===== src/rtl/mac_rr_scheduler.sv =====
// Round-robin front end that time-shares one pipelined multiply-add unit between
// N_REQ requesters and routes each result back to its owner as a one-hot strobe.

module mac_rr_lane #(
   parameter int SIZE_REG = 8,
   parameter int IDW      = 2,
   parameter int IDX      = 0
) (
   input  logic                found,
   input  logic [IDW-1:0]      gnt_id,
   input  logic [SIZE_REG-1:0] a,
   input  logic [SIZE_REG-1:0] b,
   input  logic [SIZE_REG-1:0] c,
   input  logic                tag_vld,
   input  logic [IDW-1:0]      tag_id,
   output logic                ready,
   output logic [SIZE_REG-1:0] a_m,
   output logic [SIZE_REG-1:0] b_m,
   output logic [SIZE_REG-1:0] c_m,
   output logic                rsp_hit
);
   localparam logic [IDW-1:0] ID = IDW'(IDX);

   assign ready   = found && (gnt_id == ID);
   // AND-OR operand mux slice: only the granted lane drives nonzero operands.
   assign a_m     = ready ? a : '0;
   assign b_m     = ready ? b : '0;
   assign c_m     = ready ? c : '0;
   assign rsp_hit = tag_vld && (tag_id == ID);
endmodule

module mac_rr_scheduler #(
   parameter int N_REQ         = 4,
   parameter int SIZE_REG      = 8,
   parameter int SIZE_DATA_OUT = 16,
   parameter int LATENCY       = 2
) (
   input  logic                      clk,
   input  logic                      reset,
   input  logic                      start,
   input  logic                      flush,
   input  logic [N_REQ-1:0]          req_valid,
   output logic [N_REQ-1:0]          req_ready,
   input  logic [N_REQ*SIZE_REG-1:0] req_a,
   input  logic [N_REQ*SIZE_REG-1:0] req_b,
   input  logic [N_REQ*SIZE_REG-1:0] req_c,
   output logic [SIZE_REG-1:0]       mac_a,
   output logic [SIZE_REG-1:0]       mac_b,
   output logic [SIZE_REG-1:0]       mac_c,
   input  logic [SIZE_DATA_OUT-1:0]  mac_data_out,
   output logic [N_REQ-1:0]          rsp_valid,
   output logic [SIZE_DATA_OUT-1:0]  rsp_data,
   output logic                      busy,
   output logic                      flush_done
);
   localparam int IDW = $clog2(N_REQ);

   typedef enum logic [1:0] {S_IDLE, S_RUN, S_DRAIN} state_t;

   state_t                        state, state_nxt;
   logic                          fd_nxt;
   logic [IDW-1:0]                ptr;
   logic                          found;
   logic [IDW-1:0]                gnt_id;
   logic [IDW:0]                  cand;

   logic [LATENCY:0]              vld_pipe;
   logic [LATENCY:0][IDW-1:0]     id_pipe;

   logic [N_REQ-1:0][SIZE_REG-1:0] a_m, b_m, c_m;
   logic [SIZE_REG-1:0]            a_sel, b_sel, c_sel;
   logic [N_REQ-1:0]               rsp_hit;

   // Search order starts just past the last winner; first valid requester wins.
   always_comb begin
      found  = 1'b0;
      gnt_id = '0;
      cand   = '0;
      if (state == S_RUN) begin
         for (int k = 1; k <= N_REQ; k++) begin
            cand = {1'b0, ptr} + (IDW+1)'(k);
            if (cand >= (IDW+1)'(N_REQ)) cand = cand - (IDW+1)'(N_REQ);
            if (!found && req_valid[cand[IDW-1:0]]) begin
               found  = 1'b1;
               gnt_id = cand[IDW-1:0];
            end
         end
      end
   end

   for (genvar i = 0; i < N_REQ; i++) begin : g_lane
      mac_rr_lane #(.SIZE_REG(SIZE_REG), .IDW(IDW), .IDX(i)) u_lane (
         .found   (found),
         .gnt_id  (gnt_id),
         .a       (req_a[i*SIZE_REG +: SIZE_REG]),
         .b       (req_b[i*SIZE_REG +: SIZE_REG]),
         .c       (req_c[i*SIZE_REG +: SIZE_REG]),
         .tag_vld (vld_pipe[LATENCY]),
         .tag_id  (id_pipe[LATENCY]),
         .ready   (req_ready[i]),
         .a_m     (a_m[i]),
         .b_m     (b_m[i]),
         .c_m     (c_m[i]),
         .rsp_hit (rsp_hit[i])
      );
   end

   always_comb begin
      a_sel = '0;
      b_sel = '0;
      c_sel = '0;
      for (int i = 0; i < N_REQ; i++) begin
         a_sel = a_sel | a_m[i];
         b_sel = b_sel | b_m[i];
         c_sel = c_sel | c_m[i];
      end
   end

   assign busy = (|vld_pipe) | (|rsp_valid);

   always_comb begin
      state_nxt = state;
      fd_nxt    = 1'b0;
      case (state)
         S_IDLE:  if (start) state_nxt = S_RUN;
         S_RUN:   if (flush) state_nxt = S_DRAIN;
         S_DRAIN: if (!busy) begin
            state_nxt = S_IDLE;
            fd_nxt    = 1'b1;
         end
         default: state_nxt = S_IDLE;
      endcase
   end

   always_ff @(posedge clk) begin
      if (reset) state <= S_IDLE;
      else       state <= state_nxt;
   end

   // The tag pipe is one stage longer than the MAC so its head lines up with the
   // cycle in which mac_data_out holds that op's result.
   always_ff @(posedge clk) begin
      if (reset) begin
         ptr        <= IDW'(N_REQ-1);
         vld_pipe   <= '0;
         id_pipe    <= '0;
         mac_a      <= '0;
         mac_b      <= '0;
         mac_c      <= '0;
         rsp_valid  <= '0;
         rsp_data   <= '0;
         flush_done <= 1'b0;
      end else begin
         flush_done <= fd_nxt;
         vld_pipe   <= {vld_pipe[LATENCY-1:0], found};
         id_pipe    <= {id_pipe[LATENCY-1:0], gnt_id};
         if (found) begin
            ptr   <= gnt_id;
            mac_a <= a_sel;
            mac_b <= b_sel;
            mac_c <= c_sel;
         end
         rsp_valid <= rsp_hit;
         if (vld_pipe[LATENCY]) rsp_data <= mac_data_out;
      end
   end
endmodule

===== config.mk =====
export PLATFORM = sky130hd
export DESIGN_NAME = mac_rr_scheduler
export DESIGN_NICKNAME = d
export VERILOG_FILES = /design/src/rtl/mac_rr_scheduler.sv
export SDC_FILE = /design/constraint.sdc
export NUM_CORES = 1
export LEC_CHECK = 0
export ABC_AREA = 1
export CAP_MARGIN = 20
export CORE_MARGIN = 8
export CORE_UTILIZATION = 45
export DETAILED_ROUTE_END_ITERATION = 16
export PLACE_DENSITY = 0.95
export SKIP_CTS_REPAIR_TIMING = 1
export SYNTH_ARGS = -nofsm -noshare
export SYNTH_HDL_FRONTEND = slang
export SYNTH_HIERARCHICAL = 1
export SYNTH_SLANG_ARGS = --single-unit

===== constraint.sdc =====
create_clock -name clk -period 6.7 [get_ports clk]
set_input_delay 0.67 -clock clk [delete_from_list [all_inputs] [get_ports clk]]
set_output_delay 0.67 -clock clk [all_outputs]
set_load 0.005 [all_outputs]

==> summary.txt, run 1 <==
Final layout
  – Nets: 844
  – # diodes: 0
  – Final cell count without fillers: 833
  – Leading cell type in the layout, fill and taps excluded: sky130_fd_sc_hd__clkdlybuf4s50_1
  – Sequential cell area: 1160 sq um
  – Combined area of the multi-input logic cells: 1820 sq um
  – Syn-to-layout area delta: 51.0%
  – Final instance area: 5510 sq um
  – Commonest non-fill, non-tap cells in the layout: 169 x sky130_fd_sc_hd__clkdlybuf4s50_1, 122 x sky130_fd_sc_hd__inv_1, 94 x sky130_fd_sc_hd__nor2_1, 74 x sky130_fd_sc_hd__nor2_2, 72 x sky130_fd_sc_hd__nand2_1
  – Layout filler cell count: 631
  – Share of cells above drive strength 1: 0.162

Synth
  – Number of register bits inferred by synthesis: 58
  – Post-synthesis average cell area: 6.40 sq um
  – Post-synthesis cell area: 3650 sq um
  – Cell type with the highest aggregate area in the netlist: sky130_fd_sc_hd__dfxtp_1
  – Synth cell types: 24
  – Total number of yosys warnings: 6
  – Post-Synthesis Net Count: 690
  – Most area-consuming cells after synthesis: sky130_fd_sc_hd__dfxtp_1 32%, sky130_fd_sc_hd__nor2_2 13%, sky130_fd_sc_hd__inv_1 13%
  – Sequential share of the synthesized area: 0.318
  – Count of mapped cells out of synthesis: 570
  – Portion of synthesized cell area occupied by the leading cell type: 0.318

Setup path
  – Worst Path Max Fanout: 49
  – Critical Path End Type: output port
  – Worst setup path class: primary input to output port
  – Data required time at the worst endpoint: 6030 ps
  – R2R setup slack: 2660 ps
  – Source of the worst register-to-register timing path: ptr[0]$_SDFFE_PP1P_
  – Endpoint of the worst register-to-register path: mac_a[1]$_SDFFE_PP0P_
  – Setup crit start kind: primary input
  – Cell depth of the worst flop-to-flop path: 17
  – Arrival time at the worst endpoint: 4450 ps

Global route
  – Number of antenna violations at the first check in global routing: 0
  – Pin count of the biggest net entering global routing: 52
  – Wire length of the first global-routing pass: 18.2 mm
  – Number of global-route vias before repair: 4026
  – All-layer global routing usage: 0.194
  – Overflow after GRT: 0

STA
  – Maximum clock rate: 195 MHz
  – Number of max-slew violations in the final report: 0
  – Worst-Margin Slew: 1010 ps
  – Worst hold margin: 404 ps
  – Rel. slew slack: 0.325
  – Number of failing setup endpoints in the final timing report: 0
  – Setup repair after global routing missed its margin: false
  – Final total negative setup slack: 0 ps
  – Final period demand of the worst path: 5120 ps
  – Worst setup skew after layout: 6.90 ps
  – Crit share post-route: 0.764
  – Number of hold-slack violations in the final timing report: 0

Drt
  – Routed vias: 3919
  – Wire length per cell: 13.3 microns
  – Vias per cell: 4.70
  – DRC marker count from the first detailed-route iteration: 196
  – Number of detailed-routing iterations run before antenna repair: 5
  – Final Routed Wirelength: 11.1 mm
  – DRC viols: 0
  – Number of routed nets with antenna violations: 0

Place
  – Number of placed cells counting well taps: 817
  – Dpl cell area: 5290 sq um
  – RePlAce Congestion: 0.907
  – Port bufs: 169
  – Dpl hpwl: 8.77 mm

Clock tree
  – Clock-pin slew of the registers on the worst-case setup and hold paths: 60 ps
  – Number of buffers on the longest clock path: 2
  – Latest clock arrival within the worst-skew pair: 320 ps
  – Clock tree from TritonCTS: built
  – Depth of the CTS H-tree: 3
  – Clk sink count: 58
  – Clock root buffer: sky130_fd_sc_hd__clkbuf_8
  – Cts bufs inserted: 9

Floorplan
  – Core ar.: 8050 sq um
  – Die span in x: 106 microns
  – FP Rows: 33
  – Area of the die: 11200 sq um
  – DIE HEIGHT: 106 microns
  – Io pins: 170
  – Initial cell density of the core: 0.453

Power and ir drop
  – Static leakage: 0.00261 uW
  – Total power of the final layout: 975 uW
  – Peak VDD IR: 0.0779 mV
  – P per Cell Area: 177 nW/um^2

Hold path
  – Number of cells traversed by the worst hold path: 2
  – Launch instance of the worst min-delay path: id_pipe[1]$_SDFF_PP0_
  – Type of the most critical hold path: flip-flop to flip-flop
  – Hold EP: id_pipe[3]$_SDFF_PP0_

Status
  – Outcome: completed

Job
  – Number of max-cap violations: 0
Yosys cell counts, drive strengths merged:
| master | number |
|---|---|
| a21oi | 25 |
| dfxtp | 58 |
| inv | 126 |
| nor3b | 2 |
| nand3 | 36 |
| clkinv | 1 |
| nand4 | 1 |
| nand2 | 77 |
| buf | 16 |
| nor2 | 172 |
| nor4 | 25 |
| nor3 | 1 |
| o21ai | 18 |
| clkbuf | 12 |
per-stage QoR:
| stage | utilization | setup WS, ps |
|---|---|---|
| 2_1_floorplan | - | 3910 |
| 5_1_grt | 0.685 | 1290 |
| 3_5_place_dp | 0.657 | 1700 |
| 3_3_place_gp | 0.657 | 1830 |
| 6_report | 0.685 | 1580 |
| 4_1_cts | 0.681 | 1590 |
logic make-up after synthesis:
| group | synth area share |
|---|---|
| compound gates | 0.0692 |
| simple gates | 0.427 |
| flops | 0.318 |
| buf+inv | 0.185 |
critical path, stage by stage:
cell,delay [ps]
sky130_fd_sc_hd__clkdlybuf4s50_1,440
sky130_fd_sc_hd__nand2_1,80
sky130_fd_sc_hd__nand2_1,80
sky130_fd_sc_hd__nand2_1,120
sky130_fd_sc_hd__nand2_2,90
sky130_fd_sc_hd__nor2_4,100
sky130_fd_sc_hd__nand3_2,760
sky130_fd_sc_hd__nand2_2,370
sky130_fd_sc_hd__inv_2,140
sky130_fd_sc_hd__nand2_1,130
sky130_fd_sc_hd__inv_1,130
sky130_fd_sc_hd__nor2_1,170
sky130_fd_sc_hd__nand2_2,450
sky130_fd_sc_hd__inv_1,160
sky130_fd_sc_hd__clkdlybuf4s50_1,530
cell type report:
class	count	share of cell area
tap	105	0.0238
timing repair buffer	171	0.313
multi-input combinational	357	0.330
sequential	58	0.211
clock inverter	5	0.00999
clock buffer	10	0.0250
inverter	127	0.0869
power breakdown:
group          total, uW  internal, uW  switching (uW)
registers            383           366            17.1
logic                283           146             137
clock network        309           178             131
per-layer routing:
metal	vias to the layer above	track usage	wire, microns
li1	2008	-	-
met1	1726	0.214	4680
met2	167	0.345	5360
met3	18	0.0551	835
met4	0	0.0744	225
met5	-	0	0
flip-flops by register name, summed over array words and instances, names as in the netlist:
signal      count
flush_done      1
state           2
mac_a           8
id_pipe         6
mac_c           8
vld_pipe        3
rsp_data       16
ptr             2
mac_b           8
rsp_valid       4
worst max path at each step:
stage                      start            to  slack, ps  depth (start not counted)
floorplan           req_valid[3]  req_ready[0]       3910                         15
global placement    req_valid[1]  req_ready[0]       1830                         15
detailed placement  req_valid[0]  req_ready[0]       1700                         15
CTS                 req_valid[0]  req_ready[0]       1590                         15
global route        req_valid[0]  req_ready[0]       1290                         15
finish              req_valid[2]  req_ready[0]       1580                         15
No activity file was read; power rests on OpenSTA's default activity.
==> inputs of run 2 (changes only) <==
--- a/config.mk
+++ b/config.mk
@@ -8,9 +8,9 @@
 export ABC_AREA = 1
 export CAP_MARGIN = 20
 export CORE_MARGIN = 8
-export CORE_UTILIZATION = 45
+export CORE_UTILIZATION = 42
 export DETAILED_ROUTE_END_ITERATION = 16
-export PLACE_DENSITY = 0.95
+export PLACE_DENSITY = 0.9
 export SKIP_CTS_REPAIR_TIMING = 1
 export SYNTH_ARGS = -nofsm -noshare
 export SYNTH_HDL_FRONTEND = slang
==> constraint.sdc (replaced) <==
create_clock -name clk -period 4.98 [get_ports clk]
set_input_delay 0.498 -clock clk [delete_from_list [all_inputs] [get_ports clk]]
set_output_delay 0.498 -clock clk [all_outputs]
set_load 0.005 [all_outputs]
==> run 2 against run 1 <==
  * Via count rose by 1.7%
  * Routed wire length rose by 0.33%
  * Sequential power rose by 34%
  * Non-clock buffer count rose by 2
  * Clock skew rose by 3.3 ps
  * Core utilization fell by 4.0 points
  * Combinational power rose by 36%
  * Register-to-register slack got worse by 970 ps
  * Critical path type unchanged
  * Largest power group unchanged
==> summary.txt, run 2 (synthesis results as in run 1) <==
Clock tree
  – Depth of the CTS H-tree: 3 (unchanged)
  – Clock-pin slew of the registers on the worst-case setup and hold paths: 60 ps (about the same)
  – Cts bufs inserted: 9 (unchanged)
  – Clock root buffer: sky130_fd_sc_hd__clkbuf_8
  – Clk sink count: 58 (unchanged)
  – Number of buffers on the longest clock path: 2 (unchanged)
  – Latest clock arrival within the worst-skew pair: 330 ps (about the same)
  – Clock tree from TritonCTS: built

STA
  – Number of max-slew violations in the final report: 0 (unchanged)
  – Worst hold margin: 401 ps (-2.26 ps)
  – Final period demand of the worst path: 3820 ps
  – Number of hold-slack violations in the final timing report: 0 (unchanged)
  – Number of failing setup endpoints in the final timing report: 0 (unchanged)
  – Crit share post-route: 0.767
  – Maximum clock rate: 262 MHz
  – Worst-Margin Slew: 753 ps (-257 ps)
  – Final total negative setup slack: 0 ps (unchanged)
  – Rel. slew slack: 0.496 (+0.170)
  – Worst setup skew after layout: 10.2 ps (+3.34 ps)
  – Setup repair after global routing missed its margin: false

Drt
  – Wire length per cell: 13.3 microns (-0.27%)
  – Vias per cell: 4.76 (+1.1%)
  – DRC viols: 0 (unchanged)
  – DRC marker count from the first detailed-route iteration: 184 (-6.1%)
  – Final Routed Wirelength: 11.1 mm (+0.33%)
  – Routed vias: 3985 (+1.7%)
  – Number of detailed-routing iterations run before antenna repair: 4 (-1)
  – Number of routed nets with antenna violations: 0 (unchanged)

Final layout
  – Largest register by flop count: rsp_data
  – Layout filler cell count: 733 (+16%)
  – Leading cell type in the layout, fill and taps excluded: sky130_fd_sc_hd__clkdlybuf4s50_1
  – Syn-to-layout area delta: 51.8%
  – Combined area of the multi-input logic cells: 1820 sq um (unchanged)
  – Nets: 846 (+0.24%)
  – Final cell count without fillers: 838 (+0.60%)
  – # diodes: 0 (unchanged)
  – Commonest non-fill, non-tap cells in the layout: 169 x sky130_fd_sc_hd__clkdlybuf4s50_1, 122 x sky130_fd_sc_hd__inv_1, 94 x sky130_fd_sc_hd__nor2_1, 74 x sky130_fd_sc_hd__nor2_2, 72 x sky130_fd_sc_hd__nand2_1
  – Number of flip-flops under the largest register name: 16 (unchanged)
  – Sequential cell area: 1160 sq um (unchanged)
  – Share of cells above drive strength 1: 0.163 (+0.000926)

Global route
  – All-layer global routing usage: 0.185 (-0.00942)
  – Overflow after GRT: 0 (unchanged)
  – Number of global-route vias before repair: 4040 (+0.35%)
  – Pin count of the biggest net entering global routing: 49 (-5.8%)
  – Wire length of the first global-routing pass: 17.9 mm (-1.7%)
  – Number of antenna violations at the first check in global routing: 0 (unchanged)

Setup path
  – Data required time at the worst endpoint: 4480 ps (-1550 ps)
  – Worst Path Max Fanout: 25 (-49%)
  – Critical Path End Type: output port
  – Setup crit start kind: primary input
  – Arrival time at the worst endpoint: 3320 ps (-1130 ps)
  – Worst setup path class: primary input to output port

Power and ir drop
  – Total power of the final layout: 1340 uW (+37%)
  – Static leakage: 0.00263 uW (+0.76%)
  – Peak VDD IR: 0.107 mV (+37%)
  – P per Cell Area: 241 nW/um^2 (+36%)

Status
  – Outcome: completed

Hold path
  – Type of the most critical hold path: flip-flop to flip-flop

Job
  – Number of max-cap violations: 0 (unchanged)

Floorplan
  – FP Rows: 34 (+3.0%)
  – Core ar.: 8590 sq um (+6.7%)
  – DIE HEIGHT: 109 microns (+3.0%)
  – Io pins: 170 (unchanged)
  – Die span in x: 109 microns (+3.0%)
  – Area of the die: 11900 sq um (+6.0%)
  – Initial cell density of the core: 0.425 (-0.0286)

Place
  – Number of placed cells counting well taps: 822 (+0.61%)
  – Dpl hpwl: 8.85 mm (+0.92%)
  – RePlAce Congestion: 0.900 (-0.78%)
  – Port bufs: 169 (unchanged)
-- run 2: changes by cell type in the layout (fill, tap and decap cells not counted), sizes merged --
cell      change
clkbuf        +3
buf           +2
clkinvlp      -2
clkinv        -1
-- run 2: stage by stage --
stage,worst slack [ps],area (sq um),util
after floorplan,2520,3650,-
after global placement,1310,5310,0.618
after detailed placement,1190,5310,0.618
after CTS,1170,5510,0.642
after global routing,939,5540,0.645
final,1160,5540,0.645
-- run 2: final cells by class --
type / count / share of cell area
Sequential cell: 58 / 0.210
Clock inverter: 2 / 0.00632
Tap cell: 108 / 0.0244
Timing Repair Buffer: 173 / 0.314
Multi-Input combinational cell: 357 / 0.329
Clock buffer: 13 / 0.0305
Inverter: 127 / 0.0865
-- run 2: power breakdown --
part / switching [uW] / internal [uW]
registers: 22.4 / 493
logic: 187 / 197
clock network: 169 / 269
total: 378 / 959
-- run 2: path summary, 6_finish.rpt --
kind,startpoint,slack (ps),cells past startpoint,endpoint
max,req_valid[0],1160,15,req_ready[0]
min,id_pipe[0]$_SDFF_PP0_,400,2,id_pipe[2]$_SDFF_PP0_
max reg2reg,ptr[0]$_SDFFE_PP1P_,1690,17,mac_c[7]$_SDFFE_PP0P_
min reg2reg,id_pipe[0]$_SDFF_PP0_,400,2,id_pipe[2]$_SDFF_PP0_
-- run 2: per-layer routing --
layer	vias to the layer above	track usage	share of wire
met3	22	0.0597	0.084
met1	1777	0.205	0.40
li1	2010	-	-
met2	176	0.320	0.49
met5	-	0	0
met4	0	0.0752	0.024
-- run 2: worst max-delay path: stages --
cell	delay [ps]
sky130_fd_sc_hd__clkdlybuf4s50_1	510
sky130_fd_sc_hd__nand2_1	80
sky130_fd_sc_hd__nand2_1	130
sky130_fd_sc_hd__nand2_1	70
sky130_fd_sc_hd__nand2_1	110
sky130_fd_sc_hd__inv_2	60
sky130_fd_sc_hd__nand3_2	80
sky130_fd_sc_hd__nand2_2	80
sky130_fd_sc_hd__inv_2	180
sky130_fd_sc_hd__nand2_1	110
sky130_fd_sc_hd__inv_1	190
sky130_fd_sc_hd__nor2_1	80
sky130_fd_sc_hd__nand2_2	560
sky130_fd_sc_hd__inv_1	100
sky130_fd_sc_hd__clkdlybuf4s50_1	480
